===== src/rtl/conforming_pkg.sv =====
// Shared types and constants for the conforming-filter trigger controller.
// Holds the controller state encoding, the default widths and the
// most-negative sample value used to seed the running peak.
package conforming_pkg;

    localparam int W_DEF       = 14;
    localparam int CW_DEF      = 10;
    localparam int CLR_CYC_DEF = 4;

    typedef enum logic [2:0] {
        ST_INIT  = 3'd0,
        ST_IDLE  = 3'd1,
        ST_WAIT  = 3'd2,
        ST_SHAPE = 3'd3,
        ST_HOLD  = 3'd4,
        ST_DEAD  = 3'd5
    } state_t;

    // Bit pattern of the most-negative two's-complement value of width w
    // (valid for w <= 32); callers cast it to their own width.
    function automatic logic [31:0] most_neg(input int w);
        return 32'(1) << (w - 1);
    endfunction

    localparam logic signed [W_DEF-1:0] PEAK_MIN = W_DEF'(most_neg(W_DEF));

endpackage


===== src/rtl/conforming_ctrl_peak_hold.sv =====
// Signed running maximum with synchronous load-to-minimum.
// Ports:
//   clk_sys, rst_b : clock, asynchronous active-low reset (peak -> 0)
//   load           : seed peak with the most-negative value (wins over upd)
//   upd            : fold din into the running maximum
//   din            : signed sample
//   peak           : held maximum
module peak_hold
    import conforming_pkg::*;
#(
    parameter int W = W_DEF
) (
    input  logic                clk_sys,
    input  logic                rst_b,
    input  logic                load,
    input  logic                upd,
    input  logic signed [W-1:0] din,
    output logic signed [W-1:0] peak
);

    localparam logic signed [W-1:0] MIN_VAL = W'(most_neg(W));

    always_ff @(posedge clk_sys or negedge rst_b) begin
        if (!rst_b) begin
            peak <= '0;
        end else if (load) begin
            peak <= MIN_VAL;
        end else if (upd && (din > peak)) begin
            peak <= din;
        end
    end

endmodule


===== src/rtl/conforming_ctrl.sv =====
// Trigger / shaping-window / dead-time sequencer for a conforming filter.
// Ports:
//   CLK, CLR          : clock, asynchronous active-low reset
//   EN                : arms trigger acceptance
//   X, YF, THRESH     : raw sample, filter output, trigger threshold (signed)
//   WINDOW, DEAD      : shaping-window / dead-time lengths, latched at trigger
//   FILT_CLR, FILT_OE : filter clear / output-enable drives
//   PEAK, PILEUP      : held peak of YF and its pile-up flag
//   PEAK_VALID/READY  : result handshake
//   BUSY              : high outside IDLE and WAIT
//
// state | meaning
// INIT  | filter clear pulse after reset, CLR_CYC cycles
// IDLE  | disarmed, waiting for EN
// WAIT  | armed, waiting for X > THRESH
// SHAPE | filter enabled, tracking peak for the window length
// HOLD  | result presented until accepted
// DEAD  | filter clear for the dead time
module conforming_ctrl
    import conforming_pkg::*;
#(
    parameter int W       = W_DEF,
    parameter int CW      = CW_DEF,
    parameter int CLR_CYC = CLR_CYC_DEF
) (
    input  logic                CLK,
    input  logic                CLR,
    input  logic                EN,
    input  logic signed [W-1:0] X,
    input  logic signed [W-1:0] YF,
    input  logic signed [W-1:0] THRESH,
    input  logic [CW-1:0]       WINDOW,
    input  logic [CW-1:0]       DEAD,
    output logic                FILT_CLR,
    output logic                FILT_OE,
    output logic signed [W-1:0] PEAK,
    output logic                PILEUP,
    output logic                PEAK_VALID,
    input  logic                PEAK_READY,
    output logic                BUSY
);

    localparam int             ICW       = (CLR_CYC > 1) ? $clog2(CLR_CYC) : 1;
    localparam logic [ICW-1:0] INIT_LAST = ICW'(CLR_CYC - 1);

    state_t                state, state_nx;
    logic                  trig;
    logic [ICW-1:0]        init_cnt;
    logic [CW-1:0]         cnt;
    logic [CW-1:0]         win_last;
    logic [CW-1:0]         dead_last;
    logic [CW-1:0]         dead_cnt;
    logic signed [W-1:0]   thr_q;
    logic                  below;

    always_ff @(posedge CLK or negedge CLR) begin
        if (!CLR) state <= ST_INIT;
        else      state <= state_nx;
    end

    always_comb begin
        state_nx   = state;
        trig       = 1'b0;
        FILT_CLR   = 1'b0;
        FILT_OE    = 1'b0;
        PEAK_VALID = 1'b0;
        BUSY       = 1'b1;
        unique case (state)
            ST_INIT: begin
                FILT_CLR = 1'b1;
                if (init_cnt == INIT_LAST) state_nx = ST_IDLE;
            end
            ST_IDLE: begin
                BUSY = 1'b0;
                if (EN) state_nx = ST_WAIT;
            end
            ST_WAIT: begin
                BUSY = 1'b0;
                if (!EN) begin
                    state_nx = ST_IDLE;
                end else if (X > THRESH) begin
                    trig     = 1'b1;
                    state_nx = ST_SHAPE;
                end
            end
            ST_SHAPE: begin
                FILT_OE = 1'b1;
                if (cnt == win_last) state_nx = ST_HOLD;
            end
            ST_HOLD: begin
                PEAK_VALID = 1'b1;
                if (PEAK_READY) state_nx = ST_DEAD;
            end
            ST_DEAD: begin
                FILT_CLR = 1'b1;
                if (dead_cnt == '0) state_nx = EN ? ST_WAIT : ST_IDLE;
            end
            default: state_nx = ST_INIT;
        endcase
    end

    // Zero lengths are stored as "last index 0", i.e. one cycle.
    always_ff @(posedge CLK or negedge CLR) begin
        if (!CLR) begin
            init_cnt  <= '0;
            cnt       <= '0;
            win_last  <= '0;
            dead_last <= '0;
            dead_cnt  <= '0;
            thr_q     <= '0;
            below     <= 1'b0;
            PILEUP    <= 1'b0;
        end else begin
            if (state == ST_INIT) init_cnt <= init_cnt + 1'b1;

            if (trig) begin
                cnt       <= '0;
                win_last  <= (WINDOW == '0) ? '0 : WINDOW - 1'b1;
                dead_last <= (DEAD == '0) ? '0 : DEAD - 1'b1;
                thr_q     <= THRESH;
                below     <= 1'b0;
                PILEUP    <= 1'b0;
            end else if (state == ST_SHAPE) begin
                cnt <= cnt + 1'b1;
                // A re-crossing only counts after X has dropped back below.
                if (X <= thr_q)  below  <= 1'b1;
                else if (below)  PILEUP <= 1'b1;
            end

            if (state == ST_HOLD && PEAK_READY)
                dead_cnt <= dead_last;
            else if (state == ST_DEAD && dead_cnt != '0)
                dead_cnt <= dead_cnt - 1'b1;
        end
    end

    peak_hold #(.W(W)) u_peak_hold (
        .clk_sys (CLK),
        .rst_b   (CLR),
        .load    (trig),
        .upd     (state == ST_SHAPE),
        .din     (YF),
        .peak    (PEAK)
    );

endmodule


===== config.mk =====
export PLATFORM = sky130hd
export DESIGN_NAME = conforming_ctrl
export DESIGN_NICKNAME = d
export VERILOG_FILES = /design/src/rtl/conforming_pkg.sv /design/src/rtl/conforming_ctrl_peak_hold.sv /design/src/rtl/conforming_ctrl.sv
export SDC_FILE = /design/constraint.sdc
export NUM_CORES = 1
export LEC_CHECK = 0
export BUFFER_PORTS_ARGS = -buffer_cell sky130_fd_sc_hd__buf_4
export CAP_MARGIN = 25
export CORE_MARGIN = 2
export CORE_UTILIZATION = 38
export CTS_BUF_LIST = sky130_fd_sc_hd__clkbuf_8
export DETAILED_ROUTE_END_ITERATION = 16
export PLACE_DENSITY = 0.66
export SLEW_MARGIN = 15
export SYNTH_ARGS = -nofsm -noshare
export SYNTH_HDL_FRONTEND = slang
export SYNTH_SLANG_ARGS = --single-unit
export TNS_END_PERCENT = 10

===== constraint.sdc =====
create_clock -name CLK -period 4.1 [get_ports CLK]
set_input_delay 0 -clock CLK [delete_from_list [all_inputs] [get_ports CLK]]
set_output_delay 0 -clock CLK [all_outputs]
set_load 0.01 [all_outputs]

==> results of run 1 <==
-- final timing paths --
path,endpoint,from
worst max-delay path,u_peak_hold.peak[3],u_peak_hold.peak[11]
worst min-delay path,win_last[1],WINDOW[1]
worst max register to register,u_peak_hold.peak[3],u_peak_hold.peak[11]
worst min register to register,init_cnt[0],init_cnt[0]
max in group asynchronous,dead_cnt[3],CLR
min in group asynchronous,thr_q[5],CLR
-- sequential cells by signal, summed over array words and instances (netlist names) --
signal and flops:
u_peak_hold.peak 14, cnt 10, win_last 10, below 1
PILEUP 1, dead_last 10, state 3, dead_cnt 10
thr_q 14, init_cnt 2
-- kinds of logic (layout without fill, tap and decap cells) --
logic type	Yosys count	in the layout	share of synthesized area (%)
DFF	75	75	38.8
and+or+nand+nor	180	180	17.7
muxes	19	19	4.01
AOI/OAI and AO/OA	100	100	14.6
buffers and inverters	72	208	6.21
xor gates and xnor gates	36	36	6.52
adders and majority gates	47	47	12.2
-- per-layer routing --
layer | track usage [%] | up-vias | wire length (µm)
met4 | 7.29 | 0 | 246
met1 | 19.9 | 1907 | 4880
li1 | - | 2086 | -
met3 | 2.37 | 18 | 364
met5 | 0 | - | 0
met2 | 30.6 | 75 | 5310
-- synthesized netlist by cell type (3+ instances only) --
cell type and number:
mux2i_1 16, o21bai_1 3, a21oi_1 14, nand3_1 7, and4_1 5, buf_2 3, nand4_1 7, clkbuf_1 9
o31ai_1 18, o21ai_0 28, nor4_1 4, ha_1 47, nor2b_1 5, or3_1 3, nand2_1 66, mux2_2 3
nor2_1 51, a221o_1 3, xor2_1 18, xnor2_1 18, dfrtp_1 75, nor3_1 10, nand2b_1 3, and3_1 3
o311ai_0 3, o211ai_1 4, buf_6 3, inv_1 55, and2_1 3, a21o_1 8
-- through the flow --
step | util (%) | instance area, µm² | worst slack (ns) | power [µW]
detailed placement | 44.9 | 5620 | 1.39 | 2800
global route | 50.5 | 6330 | 1.22 | 3730
finish | 50.5 | 6330 | 1.45 | 3400
CTS | 50.3 | 6300 | 1.41 | 3430
floorplan | - | 4840 | 1.86 | 2320
global placement | 44.9 | 5620 | 1.51 | 2720
-- cell type report --
class / instances / area (µm²) / share of cell area (%)
clock buffer: 10 / 138 / 2.18
clock inverter: 6 / 63.8 / 1.01
inverter: 56 / 210 / 3.32
timing repair buffer: 136 / 1160 / 18.4
multi-input combinational: 382 / 2660 / 42.1
sequential: 75 / 1880 / 29.7
tap: 172 / 215 / 3.40
-- timing repair --
action,CTS,global route
resized for setup,0,0
buffers inserted,0,0
hold buffers,48,0
hold endpoints to repair,122,0
-- power breakdown --
group          switching [µW]  leakage, µW  internal, µW  total, µW
logic                     745      0.00203           721       1470
registers                 272     0.000944          1080       1350
clock network             287    0.0000987           298        584
-- worst reg2reg max path, cell delays in order (launching register included) --
cell      delay (ns)
dfrtp_1         0.38
inv_1           0.05
ha_1            0.30
and4_1          0.23
a221oi_1        0.25
o21ai_0         0.17
o211ai_2        0.80
mux2i_1         0.29
nor2_1          0.06
==> run summary, run 1 <==
outcome - finished, final reports clean
Synth top area share - 38.8%
fin nets - 773
Min Clock Period, post-route - 2.65 ns
Crit Path Max Fanout - 14
routed len/inst - 12.9 µm
cell count along the critical path - 8
Seq/Total Area, Yosys - 38.8%
row count - 41
most frequent cells in the layout - 87 x buf_4, 75 x dfrtp_1, 66 x nand2_1
number of remaining DRC errors - 0
share of cells above drive strength 1 - 17.7%
Final setup violation count - 0
most common cell after layout, fill and taps aside - buf_4
Die ar. - 13700 µm²
Worst Path Arrival - 2.88 ns
Distinct cells, synth - 57
r2r setup slk - 1.45 ns
H-tree depth - 3
Setup TNS Final - 0 ns
Max-cap violations - 0
Setup crit start kind - flip-flop
DP Wirelength - 7.93 mm
worst setup path class - flip-flop to flip-flop
Final ANT Viol Nets - 0
Tot GR Track Use - 16.9%
syn nets - 642
worst vdd ir - 0.174 mV
Synth area leader - dfrtp_1
first-pass GRT wire length - 18.4 mm
final-report max-slew violation count - 0
clk_skew - 0.00926 ns
clock-pin slew on the worst setup and hold paths - 0.08 ns
synthesized flop and latch total - 75
ys async rst share - 100%
via count - 4086
DR vias/cell - 4.88
CP peak stage delay - 0.80 ns
worst path bufs/invs - 1
diode count - 0
Worst-Margin Slew - 0.989 ns
Post-synth top flop - dfrtp_1
Fin Hold WS - 0.0229 ns
total grt overflow - 0
Starting DRT DRC Count - 204
Avg Cell Area, Syn - 9.15 µm²
Placed Cells - 772
Fin. Hold Viols - 0
I/O pin total - 85
clock latency on the worst-skew pair - 0.36 ns
Non-Filler Instances - 837
Post-Syn Area - 4840 µm²
die height - 117 µm
clk sink count - 75
max_slew headroom - 33.9%
placeable core region - 12500 µm²
Die Wd - 117 µm
number of synthesized flops with an enable pin - 0
Final Wtd Congestion - 0.829
CTS root buffer - clkbuf_8
fmax - 0.378 GHz
Initial Util - 38.7%
filler instances - 1203
unrepaired setup endpoints after global routing - no
largest net degree at the start of global routing - 76
Critical-path top delay cell - o211ai_2
Hold Crit Class - input pin to flip-flop
WHS Path Cells - 4
Port Buffers - 84
number of global-route vias before repair - 4221
pwr dens - 538 nW/µm²
DR pass1 iterations - 4
Worst Path Required - 4.33 ns
TritonCTS clock tree - done
final cycle utilization of the critical path - 64.6%
Area growth syn-to-layout - 30.7%
Gate Count Post-Synth - 529
initial antenna violation count - 0
R2R depth - 8
CTS Buffer Depth - 2
Routed Wire Length - 10.8 mm
CP Capture Type - flip-flop
YS warnings - 0
Pleak - 0.00307 µW
Num CTS Buffers - 9
Synth area leaders - dfrtp_1 39%, ha_1 12%, nand2_1 5.1%
CP cell instances - inv_1, ha_1, and4_1, a221oi_1, o21ai_0, o211ai_2, mux2i_1, nor2_1
critical path's top delay family - compound AO/OA/AOI/OAI gates
Power figures use the tool's default switching activity.
==> inputs of run 2 (changes only) <==
==> constraint.sdc (replaced) <==
create_clock -name CLK -period 2.6 [get_ports CLK]
set_input_delay 0 -clock CLK [delete_from_list [all_inputs] [get_ports CLK]]
set_output_delay 0 -clock CLK [all_outputs]
set_load 0.01 [all_outputs]
==> run 2 against run 1 <==
Against the previous run: global-route usage down 0.065 points; cell count up 0.36%; final area up 0.34%; clock skew up 0.0028 ns; sequential power up 58%; critical path type unchanged; largest cell class unchanged; highest routed layer unchanged.
==> run summary, run 2 (synthesis gave the netlist of run 1 again) <==
Fin Hold WS - 0.0228 ns
Final ANT Viol Nets - 0
pwr dens - 845 nW/µm²
Starting DRT DRC Count - 191
final cycle utilization of the critical path - 91.0%
total grt overflow - 0
row count - 41
DP Wirelength - 8.02 mm
Pleak - 0.00309 µW
CP Capture Type - flip-flop
via count - 4094
worst r2r src - u_peak_hold.peak[3]
routed len/inst - 12.7 µm
Worst Path Required - 2.82 ns
Die Wd - 117 µm
Die ar. - 13700 µm²
Initial Util - 38.7%
CP dominant cell by count - nor2_1
DR pass1 iterations - 4
first-pass GRT wire length - 18.5 mm
placeable core region - 12500 µm²
Worst Path Arrival - 2.58 ns
registers with the most flip-flops - thr_q x14, u_peak_hold.peak x14
I/O pin total - 85
pre-CTS setup slack - 0.285 ns
most frequent cells in the layout - 91 x buf_4, 75 x dfrtp_1, 66 x nand2_1
clk sink count - 75
Routed Wire Length - 10.7 mm
worst vdd ir - 0.275 mV
max_slew headroom - 65.5%
Num CTS Buffers - 9
Area growth syn-to-layout - 31.2%
TritonCTS clock tree - done
diode count - 0
fin nets - 776
Setup crit start kind - flip-flop
worst flop-to-flop path endpoint - u_peak_hold.peak[2]
Final setup violation count - 0
DR vias/cell - 4.87
clock-pin slew on the worst setup and hold paths - 0.08 ns
r2r setup slk - 0.23 ns
Pwr Total - 5370 µW
fmax - 0.423 GHz
Worst-Margin Slew - 0.515 ns
cell count along the critical path - 9
Tot GR Track Use - 16.8%
CTS root buffer - clkbuf_8
worst path bufs/invs - 2
die height - 117 µm
number of remaining DRC errors - 0
Final WS setup - 0.234 ns
largest net degree at the start of global routing - 76
worst setup path class - flip-flop to flip-flop
CP peak stage delay - 0.48 ns
HP Start - DEAD[1]
setup bufs post-CTS - 0
share of cells above drive strength 1 - 18.3%
clk_skew - 0.0121 ns
hold endpoint - dead_last[1]
Final Wtd Congestion - 0.809
Max-cap violations - 0
clock latency on the worst-skew pair - 0.34 ns
Hold Crit Class - input pin to flip-flop
outcome - finished, final reports clean
R2R depth - 9
Fin. Hold Viols - 0
initial antenna violation count - 0
H-tree depth - 3
Crit Path Max Fanout - 12
unrepaired setup endpoints after global routing - no
Setup TNS Final - 0 ns
number of global-route vias before repair - 4221
CP cell instances - inv_1, ha_1, a211oi_1, nor2_1, o311ai_0, o211ai_2, buf_4, mux2i_1, nor2_1
CTS Buffer Depth - 2
final-report max-slew violation count - 0
critical path's top delay family - compound AO/OA/AOI/OAI gates
Port Buffers - 84
Critical-path top delay cell - o311ai_0
Min Clock Period, post-route - 2.37 ns
most common cell after layout, fill and taps aside - buf_4
WHS Path Cells - 4
run 2: how the worst max path moves through the flow:
stage | slack (ns) | to | from
floorplan | 0.36 | u_peak_hold.peak[13] | u_peak_hold.peak[3]
global placement | 0.39 | u_peak_hold.peak[3] | u_peak_hold.peak[3]
detailed placement | 0.28 | u_peak_hold.peak[7] | u_peak_hold.peak[3]
CTS | 0.25 | win_last[4] | THRESH[4]
global route | 0.04 | u_peak_hold.peak[2] | u_peak_hold.peak[3]
finish | 0.23 | u_peak_hold.peak[2] | u_peak_hold.peak[3]
run 2: worst register-to-register path: cells and delay by family, from the launching register on:
kind,cells,cell delay [ns]
adder cells (fa/ha/maj),1,0.29
flip-flops,1,0.37
AO/OA/AOI/OAI,3,0.95
buffers and inverters,2,0.31
AND/OR/NAND/NOR,2,0.14
multiplexers,1,0.19
run 2: power by group:
| group | leakage, µW | switching [µW] | internal, µW | total, µW |
|---|---|---|---|---|
| Sequential | 0.000944 | 433 | 1700 | 2130 |
| Combinational | 0.00205 | 1170 | 1150 | 2310 |
| Clock | 0.000102 | 449 | 470 | 919 |
| Total | 0.00309 | 2050 | 3320 | 5370 |
run 2: cell type report:
cell class,instances,area (µm²)
fill,1176,6170
multi-input combinational,382,2660
sequential,75,1880
timing repair buffer,139,1180
tap,172,215
inverter,56,210
clock buffer,10,138
clock inverter,6,65.1
run 2: stage by stage:
step | cell area [µm²] | instances | util (%)
finish | 6350 | 840 | 50.7
global route | 6350 | 840 | 50.7
CTS | 6320 | 839 | 50.5
detailed placement | 5650 | 776 | 45.1
global placement | 5650 | 776 | 45.1
floorplan | 4840 | 529 | -
run 2: per-layer routing:
layer	track usage, %	wire length, µm
met1	20.7	5140
met2	29.8	5130
met3	2.88	295
met4	5.65	119
met5	0	0
run 2: what timing repair did:
item | CTS | global route
gates resized for setup | 0 | 0
hold endpoints to repair | 121 | 0
endpoints found under the setup margin | 0 | 0
hold buffers | 47 | 0
==> inputs of run 3 (changes only) <==
--- a/config.mk
+++ b/config.mk
@@ -8,10 +8,10 @@
 export BUFFER_PORTS_ARGS = -buffer_cell sky130_fd_sc_hd__buf_4
 export CAP_MARGIN = 25
 export CORE_MARGIN = 2
-export CORE_UTILIZATION = 38
+export CORE_UTILIZATION = 25
 export CTS_BUF_LIST = sky130_fd_sc_hd__clkbuf_8
 export DETAILED_ROUTE_END_ITERATION = 16
-export PLACE_DENSITY = 0.66
+export PLACE_DENSITY = 0.5
 export SLEW_MARGIN = 15
 export SYNTH_ARGS = -nofsm -noshare
 export SYNTH_HDL_FRONTEND = slang
==> run 3 against run 2 <==
Against the previous run: via count grew 0.95%; worst hold slack got worse by 0.011 ns; register-to-register slack improved by 0.03 ns; setup slack improved by 0.031 ns; maximum frequency up 1.3%; critical path depth stayed put; total power decreased by 1.6%; wire length up 12%; clock skew is 0.0062 ns lower; cell count rose by 10%; clock power shrank 14%; non-clock buffer count down 1.
==> run summary, run 3 (synthesis gave the netlist of run 1 again) <==
clk sink count - 75
Final setup violation count - 0
outcome - finished, final reports clean
DP Wirelength - 8.85 mm
Worst Path Arrival - 2.58 ns
Die ar. - 20500 µm²
Num CTS Buffers - 9
clk_skew - 0.00587 ns
multi-input combinational cell area - 2660 µm²
placed cell area - 5780 µm²
Min Clock Period, post-route - 2.33 ns
fin nets - 775
Setup TNS Final - 0 ns
routed len/inst - 12.9 µm
DR vias/cell - 4.45
max_slew headroom - 65.9%
Initial Util - 25.7%
Starting DRT DRC Count - 145
CTS Buffer Depth - 2
Area growth syn-to-layout - 33.0%
pwr dens - 821 nW/µm²
Pleak - 0.00309 µW
Pwr Total - 5280 µW
most common cell after layout, fill and taps aside - buf_4
Worst Path Required - 2.84 ns
Die Wd - 143 µm
Tot GR Track Use - 12.3%
number of global-route vias before repair - 4228
clock latency on the worst-skew pair - 0.36 ns
largest net degree at the start of global routing - 76
Worst-Margin Slew - 0.510 ns
most frequent cells in the layout - 89 x buf_4, 75 x dfrtp_1, 66 x nand2_1
TritonCTS clock tree - done
number of remaining DRC errors - 0
design area - 6430 µm²
Port Buffers - 84
placeable core region - 18800 µm²
Max-cap violations - 0
H-tree depth - 3
Sequential Area - 1880 µm²
Fin Hold WS - 0.0123 ns
Routed Wire Length - 12.0 mm
Setup crit start kind - flip-flop
row count - 50
first-pass GRT wire length - 20.0 mm
I/O pin total - 85
Final Wtd Congestion - 0.777
DR pass1 iterations - 4
unrepaired setup endpoints after global routing - no
Hold Crit Class - input pin to flip-flop
registers with the most flip-flops - thr_q x14, u_peak_hold.peak x14
CP Capture Type - flip-flop
CTS root buffer - clkbuf_8
share of cells above drive strength 1 - 17.8%
filler instances - 1913
total grt overflow - 0
fmax - 0.428 GHz
final-report max-slew violation count - 0
clock-pin slew on the worst setup and hold paths - 0.08 ns
Fin. Hold Viols - 0
setup bufs post-CTS - 0
die height - 143 µm
Crit Path Max Fanout - 14
final cycle utilization of the critical path - 89.8%
initial antenna violation count - 0
worst vdd ir - 0.307 mV
Final ANT Viol Nets - 0
worst setup path class - flip-flop to flip-flop
final core occ - 34.2%
via count - 4133
## run 3: cell types whose count changed in the layout (fill, tap and decap cells not counted), sizes merged
cell         change
clkbuf           -1
inv              +4
dlygate4sd3      -1
diode            +1
clkinv           -2
bufinv           -1
## run 3: repair_timing
| action | 4_1_cts | 5_1_grt |
|---|---|---|
| gates resized for setup | 0 | 1 |
| hold buffers | 46 | 0 |
| setup endpoints to repair | 0 | 1 |
| endpoints found under the hold margin | 120 | 0 |
## run 3: final timing paths
kind	from	end	slack, ns	cells after the start
setup / recovery	u_peak_hold.peak[13]	u_peak_hold.peak[13]	0.27	9
hold / removal	DEAD[3]	dead_last[3]	0.01	3
setup reg to reg	u_peak_hold.peak[13]	u_peak_hold.peak[13]	0.27	9
hold reg to reg	init_cnt[0]	init_cnt[0]	0.48	1
max in group asynchronous	CLR	win_last[1]	1.89	3
min in group asynchronous	CLR	thr_q[11]	0.12	2
## run 3: metal layers
metal	track usage (%)	vias to the layer above	wire (µm)
li1	-	2096	-
met1	15.6	1945	5670
met2	20.9	77	5680
met3	2.01	15	377
met4	4.85	0	235
met5	0	-	0
## run 3: through the flow
step / instances / setup WS (ns)
CTS: 926 / 0.214
global route: 927 / 0.0554
global placement: 864 / 0.293
floorplan: 529 / 0.358
finish: 928 / 0.265
detailed placement: 864 / 0.243
## run 3: worst max-delay path, cell delays in order (launching register included)
cell and delay (ns):
dfrtp_1 0.42, inv_1 0.06, ha_1 0.33, and4_1 0.18
a221oi_1 0.23, o21ai_0 0.16, o211ai_2 0.16, buf_4 0.29
mux2i_1 0.30, nand2_1 0.09
## run 3: layout make-up
class	count	share of cell area (%)
antenna	1	0.0389
clock buffer	9	1.93
clock inverter	7	0.583
inverter	56	3.27
multi-input combinational	382	41.4
sequential	75	29.2
tap	260	5.06
timing repair buffer	138	18.6
## run 3: power breakdown
group	internal (µW)	switching, µW
registers	1700	445
logic	1150	1190
clock network	336	457
total	3190	2090
